$ cat src/rtl/timer_irq_source.sv
// timer_irq_source: memory-mapped countdown timer feeding one CP0 HWInt line.
// Three word registers (CTRL, PRESET, COUNT) on a 2-bit word address.
// The timer raises irq when the preset count expires. Mode 01 reloads the
// count automatically; modes 00, 10 and 11 are one-shot.
//
// state  | meaning
// -------+-----------------------------------------------------------
// IDLE   | stopped; COUNT holds; waits for CTRL.EN
// LOAD   | COUNT <= PRESET
// CNT    | counting down; expiry sets irq_flag
// INT    | one cycle after expiry; one-shot clears EN, auto-reload reloads
module timer_irq_source #(
  parameter int CNT_W = 32
) (
  input  logic        clk,
  input  logic        rst,
  input  logic [1:0]  addr,
  input  logic        we,
  input  logic [31:0] din,
  output logic [31:0] dout,
  output logic        irq
);

  localparam logic [1:0] ST_IDLE = 2'd0;
  localparam logic [1:0] ST_LOAD = 2'd1;
  localparam logic [1:0] ST_CNT  = 2'd2;
  localparam logic [1:0] ST_INT  = 2'd3;

  localparam logic [1:0] ADDR_CTRL   = 2'd0;
  localparam logic [1:0] ADDR_PRESET = 2'd1;
  localparam logic [1:0] ADDR_COUNT  = 2'd2;

  logic [1:0]       state;
  logic [3:0]       ctrl;
  logic [CNT_W-1:0] preset;
  logic [CNT_W-1:0] count;
  logic             irq_flag;

  logic ctrl_wr;
  logic preset_wr;
  logic en;
  logic reload_mode;
  logic expire;

  assign ctrl_wr     = we && (addr == ADDR_CTRL);
  assign preset_wr   = we && (addr == ADDR_PRESET);
  assign en          = ctrl[0];
  // Only mode 01 reloads; the reserved modes fall back to one-shot.
  assign reload_mode = (ctrl[2:1] == 2'b01);
  // A count of 0 (PRESET=0) expires the same way as a count of 1.
  assign expire      = (state == ST_CNT) && en && (count <= CNT_W'(1));

  // CTRL register: a software write always beats the hardware EN clear.
  always_ff @(posedge clk or negedge rst) begin
    if (!rst) begin
      ctrl <= 4'b0;
    end else if (ctrl_wr) begin
      ctrl <= din[3:0];
    end else if ((state == ST_INT) && !reload_mode) begin
      ctrl[0] <= 1'b0;
    end
  end

  // PRESET register; a new value is only picked up at the next LOAD.
  always_ff @(posedge clk or negedge rst) begin
    if (!rst) begin
      preset <= '0;
    end else if (preset_wr) begin
      preset <= din[CNT_W-1:0];
    end
  end

  // Interrupt flag: a CTRL write clears it, even when expiry happens in the same cycle.
  always_ff @(posedge clk or negedge rst) begin
    if (!rst) begin
      irq_flag <= 1'b0;
    end else if (ctrl_wr) begin
      irq_flag <= 1'b0;
    end else if (expire) begin
      irq_flag <= 1'b1;
    end else if ((state == ST_INT) && reload_mode) begin
      irq_flag <= 1'b0;
    end
  end

  // Sequencer and down-counter.
  always_ff @(posedge clk or negedge rst) begin
    if (!rst) begin
      state <= ST_IDLE;
      count <= '0;
    end else begin
      case (state)
        ST_IDLE: begin
          if (en) state <= ST_LOAD;
        end
        ST_LOAD: begin
          count <= preset;
          state <= ST_CNT;
        end
        ST_CNT: begin
          if (!en) begin
            state <= ST_IDLE;
          end else if (count > CNT_W'(1)) begin
            count <= count - CNT_W'(1);
          end else begin
            count <= '0;
            state <= ST_INT;
          end
        end
        default: begin
          state <= reload_mode ? ST_LOAD : ST_IDLE;
        end
      endcase
    end
  end

  // Read mux; reads have no side effects.
  always_comb begin
    dout = 32'b0;
    case (addr)
      ADDR_CTRL:   dout = {28'b0, ctrl};
      ADDR_PRESET: dout = 32'(preset);
      ADDR_COUNT:  dout = 32'(count);
      default:     dout = 32'b0;
    endcase
  end

  assign irq = irq_flag & ctrl[3];

endmodule

$ cat config.mk
export PLATFORM = sky130hd
export DESIGN_NAME = timer_irq_source
export DESIGN_NICKNAME = d
export VERILOG_FILES = /design/src/rtl/timer_irq_source.sv
export SDC_FILE = /design/constraint.sdc
export NUM_CORES = 1
export LEC_CHECK = 0
export CORE_MARGIN = 2
export CORE_UTILIZATION = 40
export CTS_BUF_LIST = sky130_fd_sc_hd__clkbuf_16
export CTS_CLUSTER_SIZE = 12
export DETAILED_ROUTE_END_ITERATION = 8
export PLACE_DENSITY = 0.64
export SLEW_MARGIN = 20
export SYNTH_ARGS = -nofsm -noshare
export SYNTH_HDL_FRONTEND = slang
export SYNTH_SLANG_ARGS = --single-unit
$ cat constraint.sdc
create_clock -name clk -period 3.3 [get_ports clk]
set_input_delay 0.66 -clock clk [delete_from_list [all_inputs] [get_ports clk]]
set_output_delay 0.66 -clock clk [all_outputs]
set_load 0.05 [all_outputs]
==> flow_summary.json, run 1 <==
{
  "synth_cell_types": 56,
  "cts.htree.levels": 3,
  "rows": 36,
  "startpoint_type": "input port",
  "fillers": 863,
  "drt_iter0_markers": 229,
  "setup_violations": 0,
  "worstPathMaxFanout": 28,
  "grt_max_degree": 45,
  "ctsResizeCount": 0,
  "drive_gt1_share_pct": 24.0,
  "synth_cells": 406,
  "synth-seq-cells": 71,
  "synth-warning-count": 0,
  "synth_top_area_share_pct": 43.5,
  "switchingPower_w": 0.00190,
  "clkPwrFrac_pct": 19.1,
  "drt_pass1_iterations": 4,
  "regArea_um2": 1780,
  "clockRootBuffer": "clkbuf_16",
  "synth_seq_area_share_pct": 43.5,
  "hold_buffers": 0,
  "met1_usage_pct": 32.5,
  "syn_to_final_growth_pct": 34.9,
  "drtAntennaViolNets": 0,
  "end_kind": "output port",
  "run_status": "finished clean",
  "setup_slack_ns": 0.468,
  "leakage_nw": 2.21,
  "ir_drop_uv": 317,
  "post_cts_buffers": 0,
  "multiInputGateArea_um2": 2170,
  "diodes": 0,
  "max_slew_margin_pct": 52.0,
  "io_pins": 70,
  "syn_nets": 445,
  "grt_busiest_layer": "met2",
  "cts_tree": "yes",
  "met3_usage_pct": 2.56,
  "p_per_area_nw_per_um2": 810,
  "p_sw_share_pct": 42.5,
  "die_x_um": 105,
  "antenna_found_initial": 0,
  "seqPwrFrac_pct": 36.7,
  "die-area_um2": 11000,
  "use_met2_pct": 33.5,
  "routed_via_density": 6.07,
  "insertion_delay_ns": 0.33,
  "syn-cell-area_um2": 4090,
  "hold_class": "in -> async",
  "hold_violations": 0,
  "yosysTopAreaCell": "dfrtp_1",
  "worst_slew_pin_slew_ns": 0.720,
  "slew_viol_final": 0,
  "fin_worst_skew_ns": 0.00939,
  "fin_crit_ns": 2.83,
  "numCtsBuffers": 9,
  "cts.reportedPaths.clkPinSlew_ns": 0.05,
  "die_height_um": 105,
  "grt_overflow": 0,
  "synth_edf_count": 0,
  "fin_setup_tns_ns": 0,
  "layout_commonest_cell": "dfrtp_1",
  "io_buffers": 69,
  "placed_area_um2": 5260,
  "maxCapViolations": 0,
  "nNetsFinal": 506,
  "arrival_ns": 2.17,
  "synth.area.top_cells": "dfrtp_1 43%, mux2_2 9.6%, a22o_1 6.0%",
  "syn_avg_cell_area_um2": 10.1,
  "wl_per_cell_um": 19.5,
  "dpl.hpwl_um": 8080,
  "gp_congestion": 0.865,
  "pwr-share-comb_pct": 44.2,
  "rsz0062_at_grt": "no",
  "setup.worst_path.class": "in -> out",
  "core_um2": 9860,
  "critical_path_required_ns": 2.64,
  "stdcell_area_um2": 5510,
  "async_flop_share_pct": 100,
  "drc": 0,
  "final_cell_mix": "71 x dfrtp_1, 36 x clkdlybuf4s50_1, 35 x mux2_2",
  "p_int_w": 0.00257,
  "grt_pass1_vias": 3540,
  "clk_path_buf_depth": 2,
  "cts.sinks": 71,
  "start_util_pct": 41.4,
  "synth_flop_cell": "dfrtp_1",
  "route.vias.total": 3661,
  "wl_um": 11800,
  "gr-usage-all-layers_pct": 21.9,
  "pre_cts_slack_ns": 0.471,
  "fmax_ghz": 0.353,
  "fin_crit_sh_pct": 85.8,
  "grt_pass1_wl_um": 19200
}
[per-layer routing]
metal  vias to the layer above  share of wire, %
met1                      1826                47
met4                         0               1.0
met2                       143                46
met5                         -                 0
li1                       1680                 -
met3                        12               5.6
[path summary, 6_finish.rpt]
kind | slack [ns] | startpoint | to | cells after the start
worst max-delay path | 0.47 | addr[1] | dout[31] | 5
worst min-delay path | 0.39 | rst | preset[30] | 1
worst max register to register | 0.80 | count[16] | count[7] | 5
worst min register to register | 0.52 | preset[17] | count[17] | 2
max in group asynchronous | 2.10 | rst | count[10] | 2
min in group clk | 0.52 | preset[17] | count[17] | 2
[cell type report]
cell class / count / share of cell area (%)
Multi-Input combinational cell: 299 / 39.4
Sequential cell: 71 / 32.2
Timing Repair Buffer: 82 / 20.5
Clock buffer: 9 / 4.09
Tap cell: 133 / 3.02
Clock inverter: 5 / 0.522
Inverter: 4 / 0.272
[power by group through the flow]
stage	registers [W]	logic, W	clock network [W]
finish	0.00164	0.00197	0.000854
global route	0.00169	0.00212	0.000895
CTS	0.00163	0.00197	0.000860
detailed placement	0.00164	0.00197	0
global placement	0.00164	0.00193	0
floorplan	0.00144	0.00137	0
[stage by stage]
stage | total power, W | hold slack (ns) | utilization (%) | instances
2_1_floorplan | 0.00281 | 0.364 | - | 406
6_report | 0.00446 | 0.388 | 55.9 | 603
3_3_place_gp | 0.00357 | 0.510 | 53.3 | 589
5_1_grt | 0.00471 | 0.450 | 55.9 | 603
3_5_place_dp | 0.00361 | 0.507 | 53.3 | 589
4_1_cts | 0.00446 | 0.403 | 55.9 | 603
[flip-flops by register name, summed over array words and instances, names as in the netlist]
name	count
state	2
irq_flag	1
ctrl	4
preset	32
count	32
[cells in the mapped netlist (2+ instances only)]
library cell and number:
clkbuf_1 21, nand3b_1 4, nand3_2 2, o221ai_1 2
ha_1 2, nand3_1 18, a22o_1 28, nand4_1 6
buf_4 2, a22oi_1 11, mux2i_1 8, nor4_1 2
o311a_1 2, nor2_1 13, and2_1 3, inv_1 4
nor3_1 9, o21ai_0 8, or4_1 8, mux2_2 35
nand2b_1 5, buf_1 6, dfrtp_1 71, a21oi_1 25
or3_1 8, nor2b_1 7, o21ai_1 3, o211ai_1 20
or2_2 3, nand2_1 27, and3_1 10, o311ai_0 8
o211a_1 2
[cell families (layout without fill, tap and decap cells)]
family / Yosys count / in the layout / share of synthesized area (%)
fa+ha+maj: 2 / 2 / 0.612
compound gates: 118 / 118 / 21.0
buf+inv: 36 / 100 / 3.74
mux: 43 / 43 / 11.6
simple gates: 136 / 136 / 19.5
flops: 71 / 71 / 43.5
[worst max-delay path, stage by stage]
cell             delay [ns]
clkdlybuf4s50_1        0.67
nor2b_2                0.26
buf_12                 0.21
a22o_1                 0.22
buf_12                 0.15
No activity file was read; power rests on OpenSTA's default activity.
==> run 2, diff against run 1 <==
CTS_CLUSTER_DIAMETER = 150   (was unset)
DONT_BUFFER_PORTS = 1   (was unset)
PLACE_DENSITY = 0.55   (was 0.64)
==> flow_summary.json, run 2 (synthesis gave the netlist of run 1 again) <==
{
  "run_status": "finished clean",
  "worst_slew_pin_slew_ns": 0.987,
  "max_slew_margin_pct": 33.8,
  "fin_crit_sh_pct": 77.0,
  "hold_violations": 0,
  "clk_path_buf_depth": 2,
  "reg_top3": "count: 32 flops, preset: 32 flops, ctrl: 4 flops",
  "setup_violations": 0,
  "io_buffers": 0,
  "p_sw_share_pct": 43.2,
  "syn_to_final_growth_pct": 11.0,
  "grt_pass1_vias": 3294,
  "grt_max_degree": 72,
  "grt_overflow": 0,
  "fmax_ghz": 0.394,
  "slew_viol_final": 0,
  "die_height_um": 105,
  "wl_per_cell_um": 21.9,
  "wl_um": 11700,
  "numCtsBuffers": 9,
  "core_um2": 9860,
  "rrSetupSlack_ns": 0.76,
  "insertion_delay_ns": 0.33,
  "rsz0062_at_grt": "no",
  "switchingPower_w": 0.00183,
  "fin_worst_skew_ns": 0.00837,
  "start_util_pct": 41.4,
  "arrival_ns": 2.72,
  "drt_iter0_markers": 234,
  "drc": 0,
  "r2r_cells": 5,
  "ctsResizeCount": 0,
  "pwr-share-comb_pct": 37.3,
  "final_util_pct": 46.0,
  "cp-endpoint": "count[8]",
  "p_int_w": 0.00241,
  "antenna_found_initial": 0,
  "final_cell_mix": "71 x dfrtp_1, 35 x mux2_2, 28 x a22o_1",
  "hold_class": "in -> async",
  "cts.htree.levels": 3,
  "p_per_area_nw_per_um2": 936,
  "cts.sinks": 71,
  "critical_path_required_ns": 3.48,
  "setup.worst_path.class": "reg -> reg",
  "cts.reportedPaths.clkPinSlew_ns": 0.06,
  "fin_crit_ns": 2.54,
  "io_pins": 70,
  "route.vias.total": 3373,
  "layout_commonest_cell": "dfrtp_1",
  "maxCapViolations": 0,
  "gp_congestion": 0.863,
  "drive_gt1_share_pct": 19.9,
  "drt_pass1_iterations": 5,
  "startpoint_type": "flip-flop",
  "seqPwrFrac_pct": 38.2,
  "drtAntennaViolNets": 0,
  "hold_buffers": 0,
  "nNetsFinal": 436,
  "end_kind": "flip-flop",
  "gr-usage-all-layers_pct": 21.7,
  "worstPathMaxFanout": 17,
  "timing.hold.ws_ns": 0.0257,
  "rows": 36,
  "fin_setup_tns_ns": 0,
  "dpl.hpwl_um": 7790,
  "clkPwrFrac_pct": 24.5,
  "leakage_nw": 1.81,
  "post_cts_buffers": 0,
  "cts_tree": "yes",
  "ir_drop_uv": 358,
  "startpoint": "count[4]",
  "die_x_um": 105,
  "routed_via_density": 6.30,
  "die-area_um2": 11000,
  "r2r-end": "count[8]",
  "clockRootBuffer": "clkbuf_16",
  "diodes": 0,
  "grt_pass1_wl_um": 18700,
  "reg2reg_from": "count[4]"
}
-- run 2: cell count changes in the layout (fill, tap and decap cells not counted), sizes merged --
cell	delta
inv	+1
clkinv	+1
clkdlybuf4s50	-36
bufinv	+2
clkinvlp	-2
buf	-34
-- run 2: critical path: stages (launching register included) --
cell      delay (ns)
dfrtp_1         0.45
or4_1           0.65
nor3_2          0.36
nand4_2         0.32
nand2_2         0.42
o311ai_0        0.20
-- run 2: area by class of cell --
cell class              instances  area [um2]
fillers                       947        5330
multi-input cells             299        2170
flip-flops and latches         71        1780
clock buffers                   9         225
well taps                     133         166
clock inverters                 7        90.1
repair buffers                 12        90.1
inverters                       4        15.0
-- run 2: through the flow --
stage	cells	area (um2)	power, W	setup slack (ns)
floorplan	406	4090	0.00281	0.498
detailed placement	519	4220	0.00321	0.802
global placement	519	4220	0.00318	0.865
global route	535	4530	0.00450	0.616
CTS	535	4530	0.00425	0.775
finish	535	4530	0.00424	0.760
-- run 2: worst min path at each step --
stage | endpoint | slack [ns] | startpoint
global placement | count[27] | 0.37 | rst
floorplan | count[0] | 0.36 | rst
global route | count[10] | 0.002 | rst
detailed placement | count[27] | 0.37 | rst
CTS | preset[9] | 0.01 | rst
finish | count[27] | 0.03 | rst
-- run 2: layer usage --
| layer | track usage [%] | share of wire, % |
|---|---|---|
| met5 | 0 | 0 |
| met1 | 32.2 | 48 |
| met3 | 5.43 | 7.5 |
| met4 | 6.38 | 1.4 |
| met2 | 30.9 | 44 |
-- run 2: power groups by stage --
stage | Sequential [W] | Clock, W | Combinational [W]
after global routing | 0.00167 | 0.00109 | 0.00173
after floorplan | 0.00144 | 0 | 0.00137
after global placement | 0.00162 | 0 | 0.00156
after detailed placement | 0.00163 | 0 | 0.00158
final | 0.00162 | 0.00104 | 0.00158
after CTS | 0.00161 | 0.00106 | 0.00158
